===== src/rtl/alu_pkg.sv =====
// alu_pkg: opcode map, flag struct and flag width shared by the flag ALU datapath.
package alu_pkg;
   localparam int FLAG_W = 4;
   typedef enum logic [2:0] {
      OP_ADD = 3'b000,
      OP_SUB = 3'b001,
      OP_AND = 3'b010,
      OP_OR  = 3'b011,
      OP_XOR = 3'b100,
      OP_NOT = 3'b101,
      OP_SHL = 3'b110,
      OP_SHR = 3'b111
   } alu_op_e;
   typedef struct packed {
      logic c;
      logic v;
      logic n;
      logic z;
   } alu_flags_t;
endpackage


===== src/rtl/csa_addsub.sv =====
// csa_addsub: combinational carry-select adder/subtractor built from CSA_BLK-wide ripple blocks.
module csa_addsub #(
   parameter int WIDTH   = 16,
   parameter int CSA_BLK = 4
) (
   input  logic [WIDTH-1:0] a,
   input  logic [WIDTH-1:0] b,
   input  logic             sub,
   output logic [WIDTH-1:0] sum,
   output logic             cout,
   output logic             ovf
);
   localparam int NB = WIDTH / CSA_BLK;
   localparam logic [CSA_BLK:0] ONE = 1;
   logic [WIDTH-1:0] bx;
   logic [NB:0] c;
   assign bx = sub ? ~b : b;
   assign c[0] = sub;
   // each block precomputes both carry-in cases; the incoming carry only selects
   for (genvar i = 0; i < NB; i++) begin : g_blk
      logic [CSA_BLK:0] r0, r1;
      assign r0 = {1'b0, a[i*CSA_BLK +: CSA_BLK]} + {1'b0, bx[i*CSA_BLK +: CSA_BLK]};
      assign r1 = {1'b0, a[i*CSA_BLK +: CSA_BLK]} + {1'b0, bx[i*CSA_BLK +: CSA_BLK]} + ONE;
      assign sum[i*CSA_BLK +: CSA_BLK] = c[i] ? r1[CSA_BLK-1:0] : r0[CSA_BLK-1:0];
      assign c[i+1] = c[i] ? r1[CSA_BLK] : r0[CSA_BLK];
   end
   assign cout = c[NB];
   assign ovf = (a[WIDTH-1] == bx[WIDTH-1]) && (sum[WIDTH-1] != a[WIDTH-1]);
endmodule


===== src/rtl/pipelined_flag_alu.sv =====
// pipelined_flag_alu: two-stage valid/ready ALU with C/V/N/Z flags and sticky overflow.
// Define ALU_SATURATE_EN to clamp overflowing ADD/SUB results to the signed extreme.
module pipelined_flag_alu
   import alu_pkg::*;
#(
   parameter int WIDTH   = 16,
   parameter int CSA_BLK = 4
) (
   input  logic              clk,
   input  logic              rst_n,
   input  logic              in_valid,
   output logic              in_ready,
   input  logic [WIDTH-1:0]  in_a,
   input  logic [WIDTH-1:0]  in_b,
   input  logic [2:0]        in_op,
   output logic              out_valid,
   input  logic              out_ready,
   output logic [WIDTH-1:0]  out_result,
   output logic [FLAG_W-1:0] out_flags,
   output logic              ovf_sticky,
   input  logic              ovf_clr
);
   localparam int SW = $clog2(WIDTH);
   logic             s1_valid, s1_en, s2_en;
   logic [WIDTH-1:0] s1_a, s1_b;
   alu_op_e          s1_op;
   logic [WIDTH-1:0] sum, arith, shl_r, shr_r, res;
   logic             cout, ovf, shl_c, shr_c;
   logic [SW-1:0]    sh;
   alu_flags_t       flags, flags_q;
   assign s2_en = !out_valid || out_ready;
   assign s1_en = !s1_valid || s2_en;
   assign in_ready = s1_en;
   assign sh = s1_b[SW-1:0];
   // the extra bit catches the last bit shifted out, which is zero for a zero shift
   assign {shl_c, shl_r} = {1'b0, s1_a} << sh;
   assign {shr_r, shr_c} = {s1_a, 1'b0} >> sh;
   csa_addsub #(.WIDTH(WIDTH), .CSA_BLK(CSA_BLK)) u_addsub (
      .a(s1_a), .b(s1_b), .sub(s1_op == OP_SUB), .sum(sum), .cout(cout), .ovf(ovf)
   );
`ifdef ALU_SATURATE_EN
   assign arith = ovf ? {s1_a[WIDTH-1], {(WIDTH-1){~s1_a[WIDTH-1]}}} : sum;
`else
   assign arith = sum;
`endif
   always_comb begin
      res = arith;
      flags = '0;
      case (s1_op)
         OP_ADD, OP_SUB: begin
            flags.c = cout;
            flags.v = ovf;
            flags.n = arith[WIDTH-1];
         end
         OP_AND: res = s1_a & s1_b;
         OP_OR:  res = s1_a | s1_b;
         OP_XOR: res = s1_a ^ s1_b;
         OP_NOT: res = ~s1_a;
         OP_SHL: begin
            res = shl_r;
            flags.c = shl_c;
            flags.n = shl_r[WIDTH-1];
         end
         OP_SHR: begin
            res = shr_r;
            flags.c = shr_c;
            flags.n = shr_r[WIDTH-1];
         end
      endcase
      flags.z = res == '0;
   end
   always_ff @(posedge clk or negedge rst_n) begin
      if (!rst_n) begin
         s1_valid   <= 1'b0;
         s1_a       <= '0;
         s1_b       <= '0;
         s1_op      <= OP_ADD;
         out_valid  <= 1'b0;
         out_result <= '0;
         flags_q    <= '0;
         ovf_sticky <= 1'b0;
      end else begin
         if (s1_en) begin
            s1_valid <= in_valid;
            if (in_valid) begin
               s1_a  <= in_a;
               s1_b  <= in_b;
               s1_op <= alu_op_e'(in_op);
            end
         end
         if (s2_en) begin
            out_valid <= s1_valid;
            if (s1_valid) begin
               out_result <= res;
               flags_q    <= flags;
            end
         end
         ovf_sticky <= (out_valid && out_ready && flags_q.v) || (ovf_sticky && !ovf_clr);
      end
   end
   assign out_flags = flags_q;
endmodule


===== config.mk =====
export PLATFORM = sky130hd
export DESIGN_NAME = pipelined_flag_alu
export DESIGN_NICKNAME = d
export VERILOG_FILES = /design/src/rtl/alu_pkg.sv /design/src/rtl/csa_addsub.sv /design/src/rtl/pipelined_flag_alu.sv
export SDC_FILE = /design/constraint.sdc
export NUM_CORES = 1
export LEC_CHECK = 0
export BUFFER_PORTS_ARGS = -buffer_cell sky130_fd_sc_hd__buf_4
export CELL_PAD_IN_SITES_DETAIL_PLACEMENT = 2
export CELL_PAD_IN_SITES_GLOBAL_PLACEMENT = 2
export CORE_AREA = 2 2 130 132
export CTS_CLUSTER_DIAMETER = 100
export DETAILED_ROUTE_END_ITERATION = 8
export DIE_AREA = 0 0 132 134
export MAX_ROUTING_LAYER = met4
export PLACE_DENSITY_LB_ADDON = 0.2
export SKIP_CTS_REPAIR_TIMING = 1
export SYNTH_ARGS = -nofsm -noshare
export SYNTH_HDL_FRONTEND = slang
export SYNTH_SLANG_ARGS = --single-unit

===== constraint.sdc =====
create_clock -name clk -period 6.2 [get_ports clk]
set_input_delay 0.62 -clock clk [delete_from_list [all_inputs] [get_ports clk]]
set_output_delay 0.62 -clock clk [all_outputs]
set_load 0.02 [all_outputs]

==> out/metrics.cfg, run 1 <==
[power_and_ir_drop]
leakage_nw=3.15
switching_share_pct=45.4
seq_power_share_pct=22.4
p_clk_share_pct=21.4
pwr-share-comb_pct=56.2
power_density_nw_per_um2=369
p_int_mw=1.42
switchingPower_mw=1.18
ir_drop_uv=173

[final_layout]
final_nets=820
drive_above_1_share_pct=22.1
area.growth.synth_to_final_pct=15.9
diodes=0
final_cells=947
num-fill-cells=1826
multi_input_area_um2=4260
register_area_um2=1450

[clocking]
clk_pin_slew_ps=60
clock-sinks=58
cts.htree.levels=3
cts_tree=yes
clkLatencyLatePin_ps=350
clockBufferDepth=2
cts_inserted_buffers=9
cts_root_buf=clkbuf_16

[route]
drt_drc_violations_left=0
num_vias=5705
wl_met3_mm=1.36
vias_per_cell=6.02
highest_layer=met4
ant_nets=0
wl_per_cell_um=25.3
wl_mm=24.0
wl_met2_mm=11.8
wl_met1_mm=10.0
drtIter0Drc=375
dr.pass1.iters=5

[sta]
worstMarginPinSlew_ps=1060
relSlewSlack_pct=28.7
fin_crit_ps=4740
hold_viol_final=0
clock.fmax_mhz=211
slew_viol_final=0
fin_crit_sh_pct=76.4
setup_tns_ps=0
clock_skew_ps=12.6
rsz0062_at_grt=false
setup_viol=0

[placed_design]
io_buffers=62
place_congestion=0.944
dp.final_hpwl_mm=17.5
dp.cells=932

[grt]
antenna_found_initial=0
grt_max_degree=59
grt_pass1_vias=6357
grt.total_usage_pct=28.8
grt_pass1_wl_mm=37.5
overflow=0

[critical_path]
critPathMaxFanout=10
cp_slowest_cell=fa_1
rrSetupSlack_ps=1460
cpLargestDelayFamily=simple AND/OR/NAND/NOR gates
cp_data_required_time_ps=6450
rr_worst_depth=17
crit_chain=or2_2, nor2_2, xnor2_1, ha_1, inv_1, fa_1, inv_1, ha_1, nand4bb_1, a211oi_2, a211oi_2, nor4_1, xnor2_1, and2_1, o31ai_1, nand4b_1, o41ai_2
critPathLaunchType=register
critPathKind=register to register
critical-path-max-stage-delay_ps=480
r2r-end=out_flags[0]
r2r-start=s1_op[2]
cp-end-kind=register
critPathBufInv=2
worstPathArrival_ps=4980

[synth]
synth_area_um2=6080
synth.top_cell.area_share_pct=23.9
netlist_top_cells_count=dfrtp_1, ha_1, nor2_1
yosysWarningCount=0
ys_ff_latch=58
synth_nets=782
ys.flop_type=dfrtp_1
synth_edf_count=0
post-synth-top-area-cell=dfrtp_1
synthArstFlopShare_pct=100
seq_area_frac_synth_pct=23.9
synthTopCellsByArea=dfrtp_1, ha_1, mux2_2, mux2i_1, mux4_2
syn_inst=685
avgSynthCellArea_um2=8.88
yosysMostFrequentCell=dfrtp_1
synth_cell_types=69

[floorplan]
core_area_um2=16300
core.rowCount=47
ios=63
start_util_pct=37.3
die_x_um=132
die_area_um2=17700
fp.dieH_um=134

[min_path]
hp-class=input pin to async pin

[run]
timing.max_cap.violations=0

[outcome]
run_status=finished clean

## worst reg2reg max path, cell delays in order (launching register included)
cell and delay (ps):
dfrtp_1 380, or2_2 430, nor2_2 210, xnor2_1 150, ha_1 200, inv_1 70, fa_1 480, inv_1 80
ha_1 160, nand4bb_1 130, a211oi_2 270, a211oi_2 160, nor4_1 480, xnor2_1 310, and2_1 250, o31ai_1 310
nand4b_1 230, o41ai_2 350
## metal layers
metal  vias to the layer above  GRT usage (%)
li1                       2560              -
met1                      2893           35.1
met2                       206           48.0
met3                        46           4.84
met4                         0           10.6
met5                         -              -
## per-stage QoR
step	instance area [um^2]	hold slack [ps]	power [mW]	util [%]	setup WS (ps)
global route	7050	420	2.78	43.3	1150
detailed placement	6730	477	2.03	41.3	1500
finish	7050	355	2.60	43.3	1460
floorplan	6080	324	1.54	-	513
CTS	7050	389	2.61	43.3	1480
global placement	6730	471	1.96	41.3	1730
## cells in the final DEF, fill, tap and decap left out, types with 11 or more instances in the layout
master / instances
mux4_2: 13
nand2b_1: 16
o21ai_0: 32
buf_4: 75
a21oi_1: 36
a211oi_1: 11
inv_1: 46
nand2_1: 50
nand3_1: 12
dfrtp_1: 57
mux2_2: 43
nor3_1: 15
nor2_1: 51
xnor2_1: 26
mux2i_1: 30
nand3b_1: 12
ha_1: 53
## area by class of cell
cell class | count | area share, %
timing repair buffer | 75 | 7.99
clock buffer | 10 | 3.39
inverter | 48 | 2.56
sequential | 58 | 20.6
clock inverter | 5 | 1.12
tap | 220 | 3.90
multi-input combinational | 531 | 60.4
## sequential cells by signal (all words and copies together), names as in the netlist
register,cells
out_result,16
s1_a,16
s1_op,3
out_flags,4
out_valid,1
s1_b,16
ovf_sticky,1
s1_valid,1
## worst max-delay path by stage
stage / from / end / slack [ps] / cells past startpoint
floorplan: s1_op[1] / out_flags[0] / 510 / 22
global route: s1_op[2] / out_flags[0] / 1150 / 16
global placement: s1_op[2] / out_flags[0] / 1730 / 17
CTS: s1_op[2] / out_flags[0] / 1480 / 17
finish: s1_op[2] / out_flags[0] / 1460 / 17
detailed placement: s1_op[2] / out_flags[0] / 1500 / 17
## logic make-up after synthesis
kind of cell | count (synthesis) | share of synthesized area, %
flip-flops | 58 | 23.9
buffers and inverters | 96 | 6.13
XOR/XNOR | 33 | 5.20
AO/OA/AOI/OAI | 163 | 18.9
AND/OR/NAND/NOR | 191 | 15.7
adder cells (fa/ha/maj) | 57 | 12.2
multiplexers | 87 | 18.0
## power groups by stage
| stage | Combinational (mW) | Clock (mW) | Sequential, mW |
|---|---|---|---|
| finish | 1.46 | 0.557 | 0.584 |
| floorplan | 0.944 | 0 | 0.594 |
| CTS | 1.46 | 0.571 | 0.583 |
| global route | 1.59 | 0.586 | 0.597 |
| detailed placement | 1.44 | 0 | 0.588 |
| global placement | 1.37 | 0 | 0.582 |
Power figures use the tool's default switching activity.
==> run 2: changes to the inputs <==
- CORE_AREA: 2 2 130 132 -> 2 2 137 139
- DIE_AREA: 0 0 132 134 -> 0 0 139 141
- clock period: 6.2 -> 3.9 ns (I/O delays scaled with it)
==> run 2 against run 1 <==
  * The run now ends with setup timing left
  * Power rose by 75%
  * Critical path depth is the same
  * Clock power up 50%
  * Clock skew hardly changed
  * Sequential power is 46% higher
  * Sequential share of layout area is 1.6 points lower
  * Final cell count is 7.8% higher
  * Design area up 8.7%
  * Flip-flop and latch count unchanged
  * Critical endpoint unchanged
  * Highest routed layer unchanged
==> out/metrics.cfg, run 2 (synthesized netlist as in run 1, its figures left out) <==
[outcome]
run_status=finished, violations left
violations=setup timing

[final_layout]
reg.largest.list=out_result: 16 flops, s1_a: 16 flops, s1_b: 16 flops
final_cells=1021
final_nets=880
register_area_um2=1450
layout_common_cells=buf_4, dfrtp_1, ha_1
drive_above_1_share_pct=31.1
stdcell_area_um2=7660
multi_input_area_um2=4420
area.growth.synth_to_final_pct=26.0
num-fill-cells=2040
diodes=0
final_common_cell=buf_4

[floorplan]
die_x_um=139
ios=63
start_util_pct=33.3
fp.dieH_um=141
die_area_um2=19600
core_area_um2=18300
core.rowCount=50

[critical_path]
cpLargestDelayFamily=compound AO/OA/AOI/OAI gates
crit_chain=or2_4, nor2_4, xnor2_2, ha_2, inv_2, fa_1, inv_1, ha_2, nand4bb_1, a211oi_2, a211oi_2, or3_4, mux2_4, a22oi_4, a41oi_2, o31a_1, o41ai_2
critPathLaunchType=register
cp_data_required_time_ps=4150
rr_worst_depth=17
critPathLaunch=s1_op[2]
critPathBufInv=2
rrSetupSlack_ps=-500
endpoint=out_flags[0]
cp-end-kind=register
critical-path-max-stage-delay_ps=470
critPathKind=register to register
critPathMaxFanout=5
r2r-end=out_flags[0]
cp_num_cells=17
r2r-start=s1_op[2]
cp_slowest_cell=fa_1
worstPathArrival_ps=4650

[sta]
clock.fmax_mhz=227
fin_crit_sh_pct=113
hold_viol_final=0
timing.final.ws_setup_ps=-503
setup_tns_ps=-3760
clock_skew_ps=12.5
setup_viol=12
worstMarginPinSlew_ps=913
slew_viol_final=0
rsz0062_at_grt=true
holdWs_ps=123
fin_crit_ps=4400
relSlewSlack_pct=38.7

[route]
wl_mm=25.0
dr.pass1.iters=4
ant_nets=0
num_vias=5797
vias_per_cell=5.68
wl_per_cell_um=24.5
drtIter0Drc=349
drt_drc_violations_left=0

[min_path]
hp-class=input pin to async pin

[grt]
antenna_found_initial=0
grt.total_usage_pct=26.5
grt_max_degree=59
overflow=0
grt_pass1_vias=6568
grt_pass1_wl_mm=38.6

[clocking]
cts_root_buf=clkbuf_16
clockBufferDepth=2
clock-sinks=58
clk_pin_slew_ps=60
cts.htree.levels=3
clkLatencyLatePin_ps=360
cts_tree=yes
cts_inserted_buffers=9

[placed_design]
place_congestion=0.863
dp.final_hpwl_mm=18.6
dpl-instance-area_um2=7210
io_buffers=62
dp.cells=1003

[power_and_ir_drop]
ir_drop_uv=250
p_clk_share_pct=18.3
p_int_mw=2.53
leakage_nw=3.47
switching_share_pct=44.5
pwr-share-comb_pct=63.1
power_density_nw_per_um2=595
switchingPower_mw=2.03
seq_power_share_pct=18.7

[run]
timing.max_cap.violations=0

==> run 2: layer usage <==
| metal | global-route usage, % | vias to the layer above | routed length [um] |
|---|---|---|---|
| met4 | 7.71 | 0 | 563 |
| met3 | 3.13 | 28 | 833 |
| met2 | 46.0 | 102 | 12600 |
| li1 | - | 2672 | - |
| met1 | 32.5 | 2995 | 10900 |
| met5 | - | - | 0 |
==> run 2: area by class of cell <==
| cell class | count | share of cell area (%) |
|---|---|---|
| multi-input cells | 531 | 57.7 |
| repair buffers | 135 | 13.3 |
| clock buffers | 10 | 3.12 |
| clock inverters | 5 | 0.718 |
| well taps | 234 | 3.82 |
| inverters | 48 | 2.35 |
| flip-flops and latches | 58 | 19.0 |
==> run 2: stage by stage <==
| stage | total power [mW] | setup WS (ps) | util, % |
|---|---|---|---|
| after floorplan | 2.50 | -1140 | - |
| after global placement | 3.45 | -453 | 39.5 |
| after detailed placement | 3.56 | -626 | 39.5 |
| after CTS | 4.44 | -709 | 41.1 |
| after global routing | 4.85 | -689 | 42.0 |
| final | 4.56 | -503 | 42.0 |
==> run 2: power by group through the flow <==
stage          clock (mW)  sequential [mW]  combinational, mW
2_1_floorplan           0            0.945               1.55
3_5_place_dp            0            0.861               2.70
3_3_place_gp            0            0.850               2.60
6_report            0.834            0.851               2.88
4_1_cts             0.854            0.853               2.73
5_1_grt             0.875            0.870               3.11
==> run 2: worst min path at each step <==
stage / cells after the start / from / end / slack, ps
floorplan: 0 / rst_n / out_flags[0] / 90
finish: 1 / rst_n / s1_b[12] / 120
CTS: 1 / rst_n / s1_b[12] / 160
detailed placement: 2 / out_result[8] / out_result[8] / 480
global placement: 1 / out_result[13] / out_result[13] / 470
global route: 1 / rst_n / s1_b[12] / 190
